===== src/rtl/write_stream_if.sv =====
// Handshake/bus bundle between a stream producer, the write_stream engine and the MEM write port.
// The master side configures jobs and supplies data; the slave side is the write engine.
interface write_stream_if #(
  parameter int DATA_WIDTH              = 8,
  parameter int LOG_MAX_ITERS           = 8,
  parameter int LOG_MAX_WRITES_PER_ITER = 16,
  parameter int LOG_MAX_ADDRESS         = 12
) ();
  logic                               configure;
  logic [LOG_MAX_ITERS-1:0]           num_iters;
  logic [LOG_MAX_WRITES_PER_ITER-1:0] num_writes_per_iter;
  logic [LOG_MAX_ADDRESS-1:0]         base_address;
  logic                               valid_in;
  logic [DATA_WIDTH-1:0]              data_in;
  logic                               avail_out;
  logic                               write;
  logic [LOG_MAX_ADDRESS-1:0]         addr_write;
  logic [DATA_WIDTH-1:0]              data_write;
  logic                               done;

  modport master (
    output configure, num_iters, num_writes_per_iter, base_address, valid_in, data_in,
    input  avail_out, write, addr_write, data_write, done
  );

  modport slave (
    input  configure, num_iters, num_writes_per_iter, base_address, valid_in, data_in,
    output avail_out, write, addr_write, data_write, done
  );
endinterface


===== src/rtl/write_stream.sv =====
// Stream-to-memory writer: accepts valid/avail words and issues sequential MEM writes
// for num_iters x num_writes_per_iter words starting at base_address, then pulses done.
module write_stream #(
  parameter int DATA_WIDTH              = 8,
  parameter int LOG_MAX_ITERS           = 8,
  parameter int LOG_MAX_WRITES_PER_ITER = 16,
  parameter int LOG_MAX_ADDRESS         = 12
) (
  input  logic          clk,
  input  logic          rst,
  write_stream_if.slave bus
);

  localparam logic [LOG_MAX_ADDRESS-1:0]         ADDR_ONE = {{(LOG_MAX_ADDRESS-1){1'b0}}, 1'b1};
  localparam logic [LOG_MAX_ITERS-1:0]           ITER_ONE = {{(LOG_MAX_ITERS-1){1'b0}}, 1'b1};
  localparam logic [LOG_MAX_WRITES_PER_ITER-1:0] WORD_ONE = {{(LOG_MAX_WRITES_PER_ITER-1){1'b0}}, 1'b1};

  typedef enum logic [1:0] {IDLE, RUN, ZERO} state_t;

  state_t state, state_next;

  logic [LOG_MAX_ITERS-1:0]           iters_q, iter_cnt;
  logic [LOG_MAX_WRITES_PER_ITER-1:0] writes_q, word_cnt;
  logic [LOG_MAX_ADDRESS-1:0]         pointer;
  logic                               write_q, done_q;
  logic [LOG_MAX_ADDRESS-1:0]         addr_q;
  logic [DATA_WIDTH-1:0]              data_q;
  logic                               accept, iter_end, last_word, start;

  assign start     = (state == IDLE) && bus.configure;
  assign accept    = (state == RUN) && bus.valid_in;
  assign iter_end  = (word_cnt == writes_q - WORD_ONE);
  assign last_word = iter_end && (iter_cnt == iters_q - ITER_ONE);

  always_ff @(posedge clk) begin
    if (rst) state <= IDLE;
    else     state <= state_next;
  end

  always_comb begin
    state_next = state;
    case (state)
      IDLE: begin
        if (bus.configure) begin
          if ((bus.num_iters == '0) || (bus.num_writes_per_iter == '0)) state_next = ZERO;
          else                                                          state_next = RUN;
        end
      end
      RUN:     if (accept && last_word) state_next = IDLE;
      ZERO:    state_next = IDLE;
      default: state_next = IDLE;
    endcase
  end

  // Write strobe and done are registered from the accept, so the final write and done share a cycle.
  always_ff @(posedge clk) begin
    if (rst) begin
      iters_q  <= '0;
      writes_q <= '0;
      iter_cnt <= '0;
      word_cnt <= '0;
      pointer  <= '0;
      write_q  <= 1'b0;
      done_q   <= 1'b0;
      addr_q   <= '0;
      data_q   <= '0;
    end else begin
      write_q <= accept;
      done_q  <= (state == ZERO) || (accept && last_word);
      if (start) begin
        iters_q  <= bus.num_iters;
        writes_q <= bus.num_writes_per_iter;
        pointer  <= bus.base_address;
        iter_cnt <= '0;
        word_cnt <= '0;
      end
      if (accept) begin
        addr_q  <= pointer;
        data_q  <= bus.data_in;
        pointer <= pointer + ADDR_ONE;
        if (iter_end) begin
          word_cnt <= '0;
          iter_cnt <= iter_cnt + ITER_ONE;
        end else begin
          word_cnt <= word_cnt + WORD_ONE;
        end
      end
    end
  end

  assign bus.avail_out  = (state == RUN);
  assign bus.write      = write_q;
  assign bus.addr_write = addr_q;
  assign bus.data_write = data_q;
  assign bus.done       = done_q;

endmodule


===== src/flat_wrapper.sv =====
// flat-port wrapper written by rule: the top's interface ports become plain ports
module write_stream_flat 
#(
  parameter int DATA_WIDTH              = 8,
  parameter int LOG_MAX_ITERS           = 8,
  parameter int LOG_MAX_WRITES_PER_ITER = 16,
  parameter int LOG_MAX_ADDRESS         = 12
)
  (clk, rst, bus_configure, bus_num_iters, bus_num_writes_per_iter, bus_base_address, bus_valid_in, bus_data_in, bus_avail_out, bus_write, bus_addr_write, bus_data_write, bus_done);
  write_stream_if #(.DATA_WIDTH(DATA_WIDTH), .LOG_MAX_ITERS(LOG_MAX_ITERS), .LOG_MAX_WRITES_PER_ITER(LOG_MAX_WRITES_PER_ITER), .LOG_MAX_ADDRESS(LOG_MAX_ADDRESS)) bus_i ();
  input  logic clk;
  input  logic rst;
  input wire logic [$bits(bus_i.configure)-1:0] bus_configure;
  input wire logic [$bits(bus_i.num_iters)-1:0] bus_num_iters;
  input wire logic [$bits(bus_i.num_writes_per_iter)-1:0] bus_num_writes_per_iter;
  input wire logic [$bits(bus_i.base_address)-1:0] bus_base_address;
  input wire logic [$bits(bus_i.valid_in)-1:0] bus_valid_in;
  input wire logic [$bits(bus_i.data_in)-1:0] bus_data_in;
  output wire logic [$bits(bus_i.avail_out)-1:0] bus_avail_out;
  output wire logic [$bits(bus_i.write)-1:0] bus_write;
  output wire logic [$bits(bus_i.addr_write)-1:0] bus_addr_write;
  output wire logic [$bits(bus_i.data_write)-1:0] bus_data_write;
  output wire logic [$bits(bus_i.done)-1:0] bus_done;
  assign bus_i.configure = bus_configure;
  assign bus_i.num_iters = bus_num_iters;
  assign bus_i.num_writes_per_iter = bus_num_writes_per_iter;
  assign bus_i.base_address = bus_base_address;
  assign bus_i.valid_in = bus_valid_in;
  assign bus_i.data_in = bus_data_in;
  assign bus_avail_out = bus_i.avail_out;
  assign bus_write = bus_i.write;
  assign bus_addr_write = bus_i.addr_write;
  assign bus_data_write = bus_i.data_write;
  assign bus_done = bus_i.done;
  write_stream #(.DATA_WIDTH(DATA_WIDTH), .LOG_MAX_ITERS(LOG_MAX_ITERS), .LOG_MAX_WRITES_PER_ITER(LOG_MAX_WRITES_PER_ITER), .LOG_MAX_ADDRESS(LOG_MAX_ADDRESS)) u_core (.clk(clk), .rst(rst), .bus(bus_i));
endmodule

===== config.mk =====
export PLATFORM = sky130hd
export DESIGN_NAME = write_stream_flat
export DESIGN_NICKNAME = d
export VERILOG_FILES = /design/src/rtl/write_stream_if.sv /design/src/rtl/write_stream.sv /design/src/flat_wrapper.sv
export SDC_FILE = /design/constraint.sdc
export NUM_CORES = 1
export LEC_CHECK = 0
export CELL_PAD_IN_SITES_DETAIL_PLACEMENT = 1
export CELL_PAD_IN_SITES_GLOBAL_PLACEMENT = 2
export CORE_MARGIN = 2
export CORE_UTILIZATION = 28
export DETAILED_ROUTE_END_ITERATION = 16
export PLACE_DENSITY_LB_ADDON = 0.3
export RECOVER_POWER = 100
export SETUP_SLACK_MARGIN = 0.02
export SLEW_MARGIN = 30
export SYNTH_ARGS = -nofsm -noshare
export SYNTH_HDL_FRONTEND = slang
export SYNTH_SLANG_ARGS = --single-unit

===== constraint.sdc =====
create_clock -name clk -period 2.7 [get_ports clk]
set_input_delay 0.675 -clock clk [delete_from_list [all_inputs] [get_ports clk]]
set_output_delay 0.675 -clock clk [all_outputs]
set_load 0.02 [all_outputs]

==> out/qor.txt, run 1 <==
H-Tree Depth = 3
Max-Cap Viols = 0
layout cell share with drive strength beyond 1 = 0.128
overall power = 3.29 mW
worst path arrival time = 3020 ps
Max VDD drop = 249 uV
Clock Power Share = 0.419
I/O pin count = 71
headroom to the max-slew limit = 0.407
FF-to-FF path depth = 9
maximum clock rate = 360 MHz
Site Rows = 45
DRC viols = 0
Tmin final = 2780 ps
Vias = 4450
Buffers & Inverters on Critical Path = 1
Internal Pwr Total = 2.37 mW
worst hold path depth = 2
reg-to-reg slack, setup = -80 ps
Final period util = 1.03
Comb power frac = 0.171
Max Fanout on Critical Path = 6
crit path kind = reg -> reg
1st-pass router iterations = 4
Post-synth EDFFs = 0
1st-iter DRT viols = 176
failing checks = negative setup slack
cts hold-fix bufs = 0
crit path max-delay cell type = or4_1
Synth Warn # = 0
Worst EP required = 2940 ps
Lkg Pwr = 2.18 nW
critical-path cell list = inv_2 > ha_4 > nor4b_4 > xnor2_1 > or4_1 > a2111o_1 > or2_4 > or3_4 > a32o_1
Psw = 923 uW
# diodes = 0
initial antenna violation count = 0
ANT nets after route = 0
largest net degree at the start of global routing = 42
HP Class = reg -> reg
Hold Startpoint = u_core.bus.addr_write[1]
clock root cell = clkbuf_16
status = finished with violations
Cell Pwr Density = 550 nW/um^2
Syn Std Cell Area = 4370 um^2
CTS tree = built
Worst Tran Pin Value = 890 ps
wire per inst = 16.4 um
post-synthesis sequential area ratio = 0.385
Endpoint, Worst Hold = u_core.bus.addr_write[1]
Initial Utilization = 0.287
Via-to-Cell Ratio = 5.24
Routed WL = 13900 um
Yosys cell types = 56
Nets = 710
DP HPWL = 10000 um
die footprint = 16600 um^2
Post-Route Skew = 8.07 ps
clk sinks = 84
number of port buffers = 70
Worst R2R End = u_core.state[0]
asr flop ratio synth = 0
Syn-to-layout area delta = 36.9%
first-pass GRT wire length = 23400 um
chip width = 129 um
Finished Layout Cells = 850
Max clock buf depth = 2
GRT Total Usage = 0.176
final setup margin = -79.7 ps
RSZ-0062 raised after global routing = true
worst r2r src = u_core.writes_q[1]
CP delay by family, top = simple AND/OR/NAND/NOR gates
dpl cells = 832
Worst setup EP type = flop
core footprint = 15200 um^2
max incr delay on CP = 470 ps
Worst Setup Start Kind = flop
Flop pwr share = 0.410
Top FF cell, synth = dfxtp_1
Overflow after GRT = 0
Clock transition at path regs = 70 ps
Sw Share = 0.281
number of global-route vias before repair = 4741
setup violators final = 14
Skew-Pair Late Insertion Delay = 350 ps
Yosys reg bits = 84
Die Span Y = 129 um
Post-Syn Instances = 570
Num CTS Buffers = 9
routability cong. = 0.840
synthesized net count = 623
Avg Cell Area, Syn = 7.66 um^2
Hold Vio Cnt, Final = 0
Max Slew Vio Count = 0
==> layer usage <==
| metal | wire (um) | up-vias | global-route usage |
|---|---|---|---|
| met2 | 7010 | 53 | 0.310 |
| met1 | 6350 | 2165 | 0.217 |
| li1 | - | 2222 | - |
| met3 | 398 | 10 | 0.0420 |
| met4 | 195 | 0 | 0.0422 |
| met5 | 0 | - | 0 |
==> cells in the mapped netlist, types with 8 or more instances <==
library cell	n	area share
nand2_1	120	0.10
dfxtp_1	84	0.38
a21oi_1	59	0.068
nor2_1	41	0.035
clkbuf_1	25	0.021
nor3_1	23	0.026
nand3_1	20	0.023
xnor2_1	18	0.036
xor2_1	12	0.024
a221o_1	11	0.025
nor4_1	11	0.016
o21ai_0	11	0.013
inv_1	10	0.0086
nand4_1	10	0.014
o211ai_1	9	0.015
and2_1	8	0.011
buf_1	8	0.0069
or3_1	8	0.011
==> stage by stage <==
stage / TNS (ps) / util / cell area [um^2] / hold WS [ps] / setup slack, ps
finish: -601 / 0.393 / 5980 / 457 / -79.7
global placement: -508 / 0.361 / 5480 / 445 / -49.8
CTS: -114 / 0.388 / 5900 / 463 / -42.8
floorplan: -705 / - / 4400 / 445 / -63.5
detailed placement: -1910 / 0.361 / 5480 / 453 / -135
global route: -3180 / 0.393 / 5980 / 488 / -210
==> power by group through the flow <==
stage               clock network (mW)  registers, mW  logic [mW]
detailed placement                   0           1.38       0.570
global placement                     0           1.37       0.557
CTS                               1.42           1.35       0.579
finish                            1.38           1.35       0.563
global route                      1.47           1.36       0.626
floorplan                            0           1.38       0.317
==> kinds of logic (layout without fill, tap and decap cells) <==
kind of cell	count (synthesis)	in the layout	synth area share
buf+inv	44	135	0.0395
xor+xnor	30	30	0.0602
compound gates	130	130	0.197
simple gates	277	278	0.304
fa+ha+maj	5	5	0.0143
flops	84	84	0.385
==> final cells by class <==
class | instances | area [um^2]
Tap cell | 188 | 235
Fill cell | 1832 | 9220
Inverter | 10 | 37.5
Sequential cell | 84 | 1690
Clock buffer | 9 | 225
Timing Repair Buffer | 109 | 1010
Clock inverter | 7 | 98.8
Multi-Input combinational cell | 443 | 2690
==> sequential cells by signal, indices dropped and copies added, names as in the netlist <==
signal                 cells
u_core.bus.addr_write     12
u_core.bus.data_write      8
u_core.bus.done            1
u_core.bus.write           1
u_core.iter_cnt            8
u_core.iters_q             8
u_core.pointer            12
u_core.state               2
u_core.word_cnt           16
u_core.writes_q           16
==> worst max path at each step <==
| stage | cells after the start | end | from | slack [ps] |
|---|---|---|---|---|
| floorplan | 10 | u_core.word_cnt[8] | u_core.writes_q[0] | -60 |
| global placement | 9 | u_core.state[0] | u_core.writes_q[0] | -50 |
| detailed placement | 9 | u_core.state[0] | u_core.writes_q[1] | -140 |
| CTS | 9 | u_core.state[0] | u_core.writes_q[1] | -40 |
| global route | 9 | u_core.iter_cnt[3] | u_core.writes_q[1] | -210 |
| finish | 9 | u_core.state[0] | u_core.writes_q[1] | -80 |
==> worst reg2reg max path, cell delays in order (launching register included) <==
cell	delay [ps]
dfxtp_2	330
inv_2	70
ha_4	130
nor4b_4	250
xnor2_1	100
or4_1	470
a2111o_1	450
or2_4	290
or3_4	380
a32o_1	220
==> repair_timing <==
item,4_1_cts,5_1_grt
pin swaps,21,8
cloned,0,1
setup buffers,1,1
gates resized for setup,19,15
setup endpoints to repair,24,24
==> cells in the final DEF, fill, tap and decap left out, drive strengths merged, types with 3 or more instances in the layout <==
| master | n |
|---|---|
| nand2 | 120 |
| dfxtp | 84 |
| a21oi | 59 |
| clkdlybuf4s50 | 44 |
| nor2 | 42 |
| buf | 34 |
| dlygate4sd3 | 25 |
| nor3 | 23 |
| nand3 | 20 |
| xnor2 | 18 |
| clkbuf | 15 |
| xor2 | 12 |
| inv | 12 |
| o21ai | 11 |
| a221o | 11 |
| nor4 | 11 |
| nand4 | 10 |
| o211ai | 9 |
| and2 | 8 |
| or3 | 8 |
| a31oi | 7 |
| or4 | 7 |
| nor2b | 5 |
| and3 | 5 |
| nand4b | 5 |
| or2 | 5 |
| ha | 5 |
| a22o | 4 |
| a221oi | 3 |
| a41oi | 3 |
| a211oi | 3 |
Note: power is estimated with default switching activity, not from simulation.
==> run 2, diff against run 1 <==
CORE_UTILIZATION = 36   (was 28)
CTS_BUF_LIST = sky130_fd_sc_hd__clkbuf_16   (was unset)
DONT_BUFFER_PORTS = 1   (was unset)
clock period = 2.9 ns   (was 2.7 ns; I/O delays follow)
==> run 2 against run 1 <==
The flow now finishes without violations. Critical path depth decreased by 2. Cell area decreased by 17%. Sequential share of layout area is 5.7 points higher. Non-clock buffer count is 86 lower. Power down 11%. Clock power fell by 9%. Critical path type unchanged. Largest cell class unchanged. Highest routed layer unchanged.
==> out/qor.txt, run 2 (same netlist as run 1, synthesis figures left out) <==
Post-Route Skew = 6.51 ps
commonest non-fill, non-tap cell in the layout = nand2_1
Max-Cap Viols = 0
die footprint = 13000 um^2
Final period util = 0.978
# diodes = 0
Routed WL = 12700 um
1st-pass router iterations = 4
Worst Tran Pin Value = 1200 ps
Via-to-Cell Ratio = 5.73
Max Slew Vio Count = 0
Largest regs = u_core.word_cnt (16), u_core.writes_q (16)
headroom to the max-slew limit = 0.202
Vias = 4139
core footprint = 11900 um^2
Num CTS Buffers = 9
Filler Cell Count = 1468
first-pass GRT wire length = 20800 um
wire per inst = 17.6 um
routability cong. = 0.835
Worst Setup Start Kind = flop
Max VDD drop = 341 uV
GRT Total Usage = 0.198
number of global-route vias before repair = 4218
placed cell area = 4570 um^2
initial antenna violation count = 0
Clock transition at path regs = 70 ps
Hold Vio Cnt, Final = 0
status = completed
worst path arrival time = 3070 ps
CTS tree = built
maximum clock rate = 353 MHz
clk sinks = 84
Cell Pwr Density = 587 nW/um^2
setup TNS = 0 ps
Site Rows = 40
setup violators final = 0
Worst EP required = 3130 ps
HP Class = in -> reg
Lkg Pwr = 1.72 nW
H-Tree Depth = 3
Tmin final = 2840 ps
Die Span Y = 114 um
Final Cell Area = 4970 um^2
Max clock buf depth = 2
1st-iter DRT viols = 196
largest net degree at the start of global routing = 72
crit path kind = reg -> reg
Syn-to-layout area delta = 13.8%
number of port buffers = 0
layout cell share with drive strength beyond 1 = 0.0991
DRC viols = 0
cts hold-fix bufs = 0
Skew-Pair Late Insertion Delay = 350 ps
DP HPWL = 8850 um
Max Fanout on Critical Path = 6
Initial Utilization = 0.367
chip width = 114 um
commonest non-fill, non-tap cells in the layout = nand2_1, dfxtp_1, a21oi_1, nor2_1, nor3_1
ANT nets after route = 0
Nets = 623
I/O pin count = 71
Overflow after GRT = 0
Worst setup EP type = flop
clock root cell = clkbuf_16
## run 2: repair_timing
item                       4_1_cts  5_1_grt
setup buffers                    0        3
gates resized for setup          1       15
pin swaps                        0       14
setup endpoints to repair        2        7
## run 2: layer usage
layer	track usage	wire length (um)	vias up
met5	0	0	-
met4	0.0561	150	0
met3	0.0535	469	12
met2	0.340	6380	56
met1	0.244	5720	2022
li1	-	-	2049
## run 2: critical path, stage by stage, from the launching register on
cell	delay [ps]
dfxtp_1	340
nor3_1	320
a21boi_1	150
or4_1	520
a2111o_1	500
or2_4	320
or3_4	340
a32o_1	230
## run 2: metrics by stage
step	power, mW	instances	hold slack (ps)	setup WS, ps	util
final	2.92	722	438	64.2	0.417
after global routing	3.05	722	425	-22.8	0.417
after CTS	2.94	719	430	34.4	0.411
after detailed placement	1.67	703	469	9.98	0.384
after global placement	1.66	703	461	91.8	0.383
after floorplan	1.57	570	445	71.3	-
## run 2: cell type report
type                       count  area [um^2]  area share
sequential                    84         1680       0.339
tap                          147          184      0.0370
clock inverter                 7         97.6      0.0196
multi-input combinational    442         2570       0.518
inverter                      10         37.5     0.00755
clock buffer                   9          225      0.0453
timing repair buffer          23          170      0.0342
## run 2: path summary, 6_finish.rpt
kind	start	to	slack, ps	depth (start not counted)
min reg2reg	u_core.pointer[10]	u_core.bus.addr_write[10]	470	2
max reg2reg	u_core.writes_q[2]	u_core.state[0]	60	7
max	u_core.writes_q[2]	u_core.state[0]	60	7
min	rst	u_core.bus.addr_write[10]	440	1
## run 2: report_power, final
part / total, mW / switching, mW / internal [mW] / leakage (nW)
logic: 0.385 / 0.225 / 0.160 / 0.883
registers: 1.27 / 0.0689 / 1.20 / 0.685
clock network: 1.26 / 0.501 / 0.759 / 0.154
